$ cat src/rtl/div_pkg.sv
// Shared types and sizing constants for the iterative divider.
package div_pkg;

    localparam int DIV_WIDTH = 32;
    localparam int CNT_W     = $clog2(DIV_WIDTH);

    typedef enum logic [1:0] {
        IDLE,
        CALC,
        FIX,
        DONE
    } div_state_t;

endpackage

$ cat src/rtl/div_restore_step.sv
// One radix-2 restoring division step.
// Shifts {R,Q} left by one, trial-subtracts the divisor from R and either keeps
// the difference (quotient bit 1) or restores the shifted R (quotient bit 0).
module div_restore_step #(
    parameter int WIDTH = 32
) (
    input  logic [WIDTH:0]   rem,
    input  logic [WIDTH-1:0] quo,
    input  logic [WIDTH-1:0] divisor,
    output logic [WIDTH:0]   rem_next,
    output logic [WIDTH-1:0] quo_next
);

    logic [WIDTH:0]   rem_sh;
    logic [WIDTH-1:0] quo_sh;
    logic [WIDTH+1:0] sum;
    logic             borrow;
    logic             rem_msb_unused;

    // The partial remainder is always below the divisor, so its top bit is
    // zero going in and is shifted out here.
    assign rem_msb_unused = rem[WIDTH];

    // Shift, subtract as R + ~{0,b} + 1 so a set carry-out means no borrow.
    always_comb begin
        rem_sh   = {rem[WIDTH-1:0], quo[WIDTH-1]};
        quo_sh   = {quo[WIDTH-2:0], 1'b0};
        sum      = {1'b0, rem_sh} + {1'b0, ~{1'b0, divisor}} + {{(WIDTH+1){1'b0}}, 1'b1};
        borrow   = ~sum[WIDTH+1];
        rem_next = borrow ? rem_sh : sum[WIDTH:0];
        quo_next = {quo_sh[WIDTH-1:1], ~borrow};
    end

endmodule

$ cat src/rtl/div32_seq.sv
// Iterative restoring divider with RISC-V M semantics (DIV/DIVU/REM/REMU).
// One quotient bit per clock, a final sign-fix cycle, and a valid/ready
// handshake on both the request and the result side.
module div32_seq
    import div_pkg::*;
#(
    parameter int WIDTH = DIV_WIDTH
) (
    input  logic             clk_i,
    input  logic             rst_ni,
    input  logic             valid_i,
    output logic             ready_o,
    input  logic             signed_i,
    input  logic [WIDTH-1:0] dividend_i,
    input  logic [WIDTH-1:0] divisor_i,
    output logic             valid_o,
    input  logic             ready_i,
    output logic [WIDTH-1:0] quotient_o,
    output logic [WIDTH-1:0] remainder_o
);

    localparam int CW = $clog2(WIDTH);
    localparam logic [CW-1:0] CNT_INIT = CW'(WIDTH - 1);
    localparam logic [WIDTH-1:0] MOST_NEG = {1'b1, {(WIDTH-1){1'b0}}};

    div_state_t       state;
    div_state_t       state_next;
    logic [WIDTH:0]   rem_q;
    logic [WIDTH-1:0] quo_q;
    logic [WIDTH-1:0] dsr_q;
    logic [CW-1:0]    cnt;
    logic             neg_quo;
    logic             neg_rem;

    logic             accept;
    logic             div_zero;
    logic             overflow;
    logic             special;
    logic             sign_a;
    logic             sign_b;
    logic [WIDTH-1:0] abs_a;
    logic [WIDTH-1:0] abs_b;
    logic [WIDTH:0]   rem_step;
    logic [WIDTH-1:0] quo_step;

    assign ready_o = (state == IDLE);
    assign valid_o = (state == DONE);
    assign accept  = valid_i & ready_o;

    // Cases that are answered directly at accept instead of iterating.
    assign div_zero = (divisor_i == '0);
    assign overflow = signed_i & (dividend_i == MOST_NEG) & (&divisor_i);
    assign special  = div_zero | overflow;

    // Magnitudes for the unsigned core; the most negative value negates to
    // itself, which is still its correct unsigned magnitude.
    assign sign_a = signed_i & dividend_i[WIDTH-1];
    assign sign_b = signed_i & divisor_i[WIDTH-1];
    assign abs_a  = sign_a ? -dividend_i : dividend_i;
    assign abs_b  = sign_b ? -divisor_i  : divisor_i;

    div_restore_step #(
        .WIDTH (WIDTH)
    ) u_step (
        .rem      (rem_q),
        .quo      (quo_q),
        .divisor  (dsr_q),
        .rem_next (rem_step),
        .quo_next (quo_step)
    );

    // State register.
    always_ff @(posedge clk_i or negedge rst_ni) begin
        if (!rst_ni) begin
            state <= IDLE;
        end else begin
            state <= state_next;
        end
    end

    // Next-state logic; a result pop always returns to IDLE for one cycle.
    always_comb begin
        state_next = state;
        case (state)
            IDLE: begin
                if (accept) begin
                    state_next = special ? DONE : CALC;
                end
            end
            CALC: begin
                if (cnt == '0) begin
                    state_next = FIX;
                end
            end
            FIX: begin
                state_next = DONE;
            end
            DONE: begin
                if (ready_i) begin
                    state_next = IDLE;
                end
            end
            default: begin
                state_next = IDLE;
            end
        endcase
    end

    // Operand load, iteration, sign fix and result registers.
    always_ff @(posedge clk_i or negedge rst_ni) begin
        if (!rst_ni) begin
            rem_q       <= '0;
            quo_q       <= '0;
            dsr_q       <= '0;
            cnt         <= '0;
            neg_quo     <= 1'b0;
            neg_rem     <= 1'b0;
            quotient_o  <= '0;
            remainder_o <= '0;
        end else begin
            case (state)
                IDLE: begin
                    if (accept) begin
                        if (special) begin
                            quotient_o  <= div_zero ? '1 : dividend_i;
                            remainder_o <= div_zero ? dividend_i : '0;
                        end else begin
                            rem_q   <= '0;
                            quo_q   <= abs_a;
                            dsr_q   <= abs_b;
                            cnt     <= CNT_INIT;
                            neg_quo <= sign_a ^ sign_b;
                            neg_rem <= sign_a;
                        end
                    end
                end
                CALC: begin
                    rem_q <= rem_step;
                    quo_q <= quo_step;
                    if (cnt != '0) begin
                        cnt <= cnt - CW'(1);
                    end
                end
                FIX: begin
                    quotient_o  <= neg_quo ? -quo_q : quo_q;
                    remainder_o <= neg_rem ? -rem_q[WIDTH-1:0] : rem_q[WIDTH-1:0];
                end
                default: begin
                end
            endcase
        end
    end

endmodule

$ cat config.mk
export PLATFORM = sky130hd
export DESIGN_NAME = div32_seq
export DESIGN_NICKNAME = d
export VERILOG_FILES = /design/src/rtl/div_pkg.sv /design/src/rtl/div_restore_step.sv /design/src/rtl/div32_seq.sv
export SDC_FILE = /design/constraint.sdc
export NUM_CORES = 1
export LEC_CHECK = 0
export CAP_MARGIN = 10
export CORE_MARGIN = 10
export CORE_UTILIZATION = 58
export CTS_CLUSTER_SIZE = 40
export DETAILED_ROUTE_END_ITERATION = 8
export PLACE_DENSITY = 0.82
export SYNTH_ARGS = -nofsm -noshare
export SYNTH_HDL_FRONTEND = slang
export SYNTH_SLANG_ARGS = --single-unit
$ cat constraint.sdc
create_clock -name clk_i -period 4 [get_ports clk_i]
set_clock_uncertainty 0.15 [all_clocks]
set_input_delay 0.8 -clock clk_i [delete_from_list [all_inputs] [get_ports clk_i]]
set_output_delay 0.8 -clock clk_i [all_outputs]
set_load 0.1 [all_outputs]
==> impl_metrics.csv, run 1 <==
group,metric,value,unit
final_layout,final_util,0.716,
drt,route.met2.wl,17100,um
clocking,cts.sinks,169,
yosys,synth_top_area_frac,0.349,
power_and_ir_drop,pwr-share-seq,0.225,
yosys,synth-seq-area-share,0.349,
setup_path,endpoint_kind,"flop",
yosys,ys_types,82,
grt,grt-ovfl-total,0,
placed_design,place_hpwl,27400,um
setup_path,start_kind,"primary input",
drt,met1Wirelength,15100,um
timing,worstMarginPinSlew,1.09,ns
placed_design,port_buffers,134,
grt,first_global_vias,11181,
clocking,cts.path.max_buffers,2,
setup_path,reg2reg_depth,13,
drt,wl_per_cell,19.1,um
floorplan,die_h,165,um
floorplan,initial_utilization,0.593,
clocking,insertion_delay,0.44,ns
power_and_ir_drop,leakage,6.27,nW
setup_path,crit_path_top_delay_cell,"clkdlybuf4s50_1",
yosys,synth_area_per_cell,8.20,um2
power_and_ir_drop,power.switching,8.01,mW
clocking,holdBufCountCts,0,
power_and_ir_drop,clkPwrFrac,0.111,
setup_path,crit_required,4.24,ns
floorplan,fp-row-count,52,
timing,setup_tns,0,ns
power_and_ir_drop,power_per_cell_area,1010,nW/um2
setup_path,reg2reg_to,"rem_q[0]$_DFFE_PN0P_",
job,cap_violations,0,
hold_path,hp-class,"in2async",
final_layout,regArea,4230,um2
grt,grt_pass1_wl,57700,um
drt,drc,0,
drt,routed-wl-met3,2750,um
clocking,cts-buffers-inserted,17,
power_and_ir_drop,comb_power_share,0.664,
final_layout,nets,1721,
drt,drtPass1Iterations,6,
clocking,path_clk_slew,0.08,ns
final_layout,synthToLayoutAreaGrowth,20.7,%
setup_path,cp_slowest_stage_delay,0.59,ns
placed_design,place_ws,0.00834,ns
yosys,synthFlopType,"dfrtp_1",
setup_path,path_cells,"clkdlybuf4s50_1 > nor4_1 > nand4_1 > inv_1 > nand3_1 > o21ai_4 > a31oi_4 > buf_12 > a221oi_1 > a21o_1",
yosys,syn-cell-area,12100,um2
timing,setup_viol,0,
run_status,status,"finished clean",
drt,antenna_left,0,
yosys,yosysMostFrequentCell,"nand2_1",
setup_path,rr_startpoint,"rem_q[0]$_DFFE_PN0P_",
yosys,synth-edff-count,0,
yosys,netlist_instances,1479,
final_layout,multi_input_area,7260,um2
yosys,async_flop_share,1.00,
floorplan,dieArea,27100,um2
timing,rsz0062_at_grt,"no",
clocking,cts_tree,"yes",
timing,maxSlewViolCount,0,
yosys,synth_top_cells_by_area,"dfrtp_1 35%, o21ai_0 6.6%, nand2_1 6.2%",
power_and_ir_drop,p_int,6.77,mW
final_layout,postLayoutCellArea,14600,um2
drt,top_layer,"met4",
timing,slew_headroom,0.271,
grt,grt_start_max_net_pins,75,
timing,hold_viol,0,
drt,drt_iter0_drc,1161,
timing,max_freq,0.273,GHz
setup_path,cp.arrival,3.91,ns
yosys,synth_common_cells,"199 x nand2_1, 169 x dfrtp_1, 160 x o21ai_0",
yosys,synth_top_cell_by_area,"dfrtp_1",
timing,period_share,0.917,
timing,setup_ws,0.330,ns
clocking,cts_root_buf,"clkbuf_16",
final_layout,n_fill_cell,1612,
yosys,ys.warnings.count,0,
grt,antenna_found_initial,0,
placed_design,gp_congestion,0.980,
final_layout,diodes,0,
floorplan,io_pins,135,
floorplan,coreArea,20400,um2
yosys,synth-seq-cells,169,
clocking,post_cts_buffers,0,
setup_path,path_max_fanout,62,
drt,vias,11685,
grt,track_usage,0.263,
power_and_ir_drop,vdd_drop_max,0.406,mV
clocking,htree_levels,4,
power_and_ir_drop,swShare,0.542,
timing,hold_slack,0.215,ns
drt,vias_per_cell,6.18,
setup_path,crit_start,"dividend_i[7]",
drt,wl,36100,um
placed_design,postPlaceCellArea,14100,um2
setup_path,reg2reg_setup_slack,0.34,ns
timing,timing.final.crit_period,3.67,ns
final_layout,drive_gt1_frac,0.0827,
yosys,synth_nets,1592,
floorplan,die_w,165,um
setup_path,critPathKind,"in2reg",
[repair_timing]
item,4_1_cts,5_1_grt
resized for setup,0,1
hold endpoints to repair,0,0
setup endpoints to repair,0,1
[power groups by stage]
stage	clock network, mW	registers, mW	logic [mW]
detailed placement	0	3.33	9.69
CTS	1.63	3.30	9.74
finish	1.64	3.33	9.82
global placement	0	3.29	9.48
floorplan	0	5.04	5.42
global route	1.70	3.42	10.6
[logic make-up after synthesis]
group | count (synthesis) | share of synthesized area
AO/OA/AOI/OAI | 500 | 0.259
XOR/XNOR | 141 | 0.102
adder cells (fa/ha/maj) | 44 | 0.0460
buffers and inverters | 161 | 0.0554
flip-flops | 169 | 0.349
multiplexers | 15 | 0.0127
AND/OR/NAND/NOR | 449 | 0.176
[worst max-delay path by stage]
| stage | endpoint |
|---|---|
| after floorplan | remainder_o[30]$_DFFE_PN0P_ |
| after global placement | quotient_o[14]$_DFFE_PN0P_ |
| after detailed placement | quotient_o[14]$_DFFE_PN0P_ |
| after CTS | rem_q[0]$_DFFE_PN0P_ |
| after global routing | rem_q[0]$_DFFE_PN0P_ |
| final | quotient_o[14]$_DFFE_PN0P_ |
[layout make-up]
class / count / area share
timing repair buffer: 199 / 0.134
sequential: 169 / 0.289
clock buffer: 17 / 0.0291
tap: 270 / 0.0231
inverter: 72 / 0.0185
multi-input combinational: 1149 / 0.496
clock inverter: 15 / 0.00983
[through the flow]
step / power, mW / std cells
floorplan: 10.5 / 1479
global placement: 12.8 / 1859
detailed placement: 13.0 / 1859
CTS: 14.7 / 1891
global route: 15.8 / 1891
finish: 14.8 / 1891
[layout by cell type (no fill, tap or decap), types with 12 or more instances in the layout]
cell             netlist  final
nand2_1              199    199
dfrtp_1              169    169
o21ai_0              160    159
clkdlybuf4s50_1        0    132
a21oi_1              117    117
nor2_1                94     94
xor2_1                74     74
inv_1                 72     72
xnor2_1               67     67
buf_4                  3     55
ha_1                  43     41
a21o_1                34     34
o31ai_1               32     32
nor3_1                24     24
a22oi_1               20     20
o21ai_1               17     18
nand4_1               17     17
nand3_1               17     17
clkbuf_16              0     17
or3_1                 16     16
a31oi_1               14     14
a211oi_1              14     14
mux2i_1               12     12
[flip-flops by register name, indices dropped and copies added (netlist names)]
register     cells
dsr_q           32
quo_q           32
quotient_o      32
rem_q           32
remainder_o     32
cnt              5
state            2
neg_quo          1
neg_rem          1
[worst max-delay path: cells and delay by family]
family,cells,cell delay [ns]
AOI/OAI and AO/OA,4,1.02
buffers and inverters,3,0.97
and+or+nand+nor,3,1.06
[layer usage]
metal,vias to the layer above,global-route usage
met5,-,0
met4,0,0.107
met3,88,0.0443
met2,505,0.437
met1,5571,0.333
li1,5521,-
Note: power is estimated with default switching activity, not from simulation.
==> inputs of run 2 (changes only) <==
- CORE_MARGIN: 10 -> 2
==> impl_metrics.csv, run 2 (same netlist as run 1, synthesis figures left out) <==
group,metric,value,unit
drt,drt_iter0_drc,1062,
final_layout,diodes,0,
setup_path,rr_startpoint,"rem_q[1]$_DFFE_PN0P_",
grt,busiest_layer,"met2",
setup_path,cp.arrival,4.03,ns
power_and_ir_drop,leakage,6.35,nW
placed_design,port_buffers,134,
clocking,htree_levels,4,
final_layout,layout_common_cells,"199 x nand2_1, 169 x dfrtp_1, 159 x o21ai_0, 132 x clkdlybuf4s50_1, 117 x a21oi_1",
timing,hold_slack,0.277,ns
drt,vias,11716,
clocking,cts.sinks,169,
floorplan,initial_utilization,0.595,
drt,vias_per_cell,6.14,
hold_path,hp-class,"in2async",
floorplan,fp-row-count,52,
setup_path,crit_start,"dividend_i[10]",
grt,grt-ovfl-total,0,
drt,wl_per_cell,19.0,um
setup_path,crit_required,4.23,ns
grt,track_usage,0.336,
job,cap_violations,0,
setup_path,reg2reg_setup_slack,0.25,ns
power_and_ir_drop,power_per_cell_area,1000,nW/um2
clocking,insertion_delay,0.44,ns
timing,timing.final.crit_period,3.80,ns
clocking,path_clk_slew,0.07,ns
clocking,cts_resized,0,
setup_path,start_kind,"primary input",
drt,drc,0,
drt,antenna_left,0,
timing,hold_viol,0,
timing,period_share,0.949,
placed_design,gp_congestion,0.962,
final_layout,drive_gt1_frac,0.0927,
clocking,cts-buffers-inserted,17,
timing,slew_headroom,0.282,
setup_path,critPathKind,"in2reg",
run_status,status,"finished clean",
timing,worstMarginPinSlew,1.08,ns
floorplan,coreArea,20400,um2
clocking,cts_tree,"yes",
final_layout,final_util,0.724,
timing,maxSlewViolCount,0,
timing,setup_viol,0,
floorplan,io_pins,135,
clocking,cts_root_buf,"clkbuf_16",
placed_design,dp_cells,1877,
floorplan,die_w,149,um
floorplan,die_h,149,um
grt,grt_start_max_net_pins,113,
grt,antenna_found_initial,0,
grt,grtUsageMet1,0.443,
drt,wl,36300,um
setup_path,reg2reg_depth,10,
grt,grtUsageMet2,0.555,
grt,grt_pass1_wl,58900,um
setup_path,path_max_fanout,112,
placed_design,place_hpwl,27000,um
clocking,cts.path.max_buffers,2,
grt,first_global_vias,11142,
clocking,post_cts_buffers,0,
floorplan,dieArea,22100,um2
grt,grtUsageMet3,0.0549,
final_layout,synthToLayoutAreaGrowth,21.6,%
final_layout,nets,1739,
final_layout,final_common_cell,"nand2_1",
drt,drtPass1Iterations,5,
power_and_ir_drop,vdd_drop_max,0.402,mV
setup_path,endpoint_kind,"flop",
clocking,holdBufCountCts,0,
final_layout,stdcell_count,1909,
timing,max_freq,0.263,GHz
setup_path,reg2reg_to,"rem_q[4]$_DFFE_PN0P_",
## run 2: changes by cell type in the layout (fill, tap and decap cells not counted)
cell / delta
buf_12: -3
buf_4: +21
clkinv_4: +2
clkinv_8: +1
clkinvlp_4: -2
inv_6: -1
## run 2: where the power goes
group	switching [mW]	internal, mW	total (mW)	leakage (nW)
Clock	0.812	0.835	1.65	0.285
Combinational	6.44	3.45	9.89	3.93
Sequential	0.790	2.48	3.27	2.14
## run 2: worst max path at each step
stage / endpoint / depth (start not counted)
finish: quotient_o[0]$_DFFE_PN0P_ / 10
global route: rem_q[21]$_DFFE_PN0P_ / 11
CTS: rem_q[23]$_DFFE_PN0P_ / 10
detailed placement: quotient_o[11]$_DFFE_PN0P_ / 10
global placement: quotient_o[0]$_DFFE_PN0P_ / 10
floorplan: remainder_o[30]$_DFFE_PN0P_ / 10
## run 2: final cells by class
cell class	count	area [um2]
clock buffer	17	425
fill	1649	5620
tap	270	338
inverter	72	270
sequential	169	4230
clock inverter	15	154
multi-input combinational	1149	7260
timing repair buffer	217	2060
## run 2: worst max-delay path: stages
cell             delay, ns
clkdlybuf4s50_1       0.51
nor4_1                0.69
nand4_1               0.27
inv_1                 0.13
nand3_1               0.24
o21ai_4               0.38
a31oi_4               0.14
buf_12                0.22
a221oi_1              0.42
a21o_1                0.13
## run 2: layer usage
layer	wire length [um]	vias up
li1	-	5564
met1	14900	5547
met2	17400	513
met3	2890	92
met4	1220	0
met5	0	-
## run 2: stage by stage
stage	power, mW	setup TNS (ns)	instance area (um2)	setup WS (ns)
floorplan	10.5	0	12100	0.633
global placement	12.8	-0.107	14200	-0.0690
detailed placement	13.0	-0.159	14200	-0.0913
CTS	14.7	0	14700	0.245
global route	15.8	-0.0231	14700	-0.0231
finish	14.8	0	14700	0.203
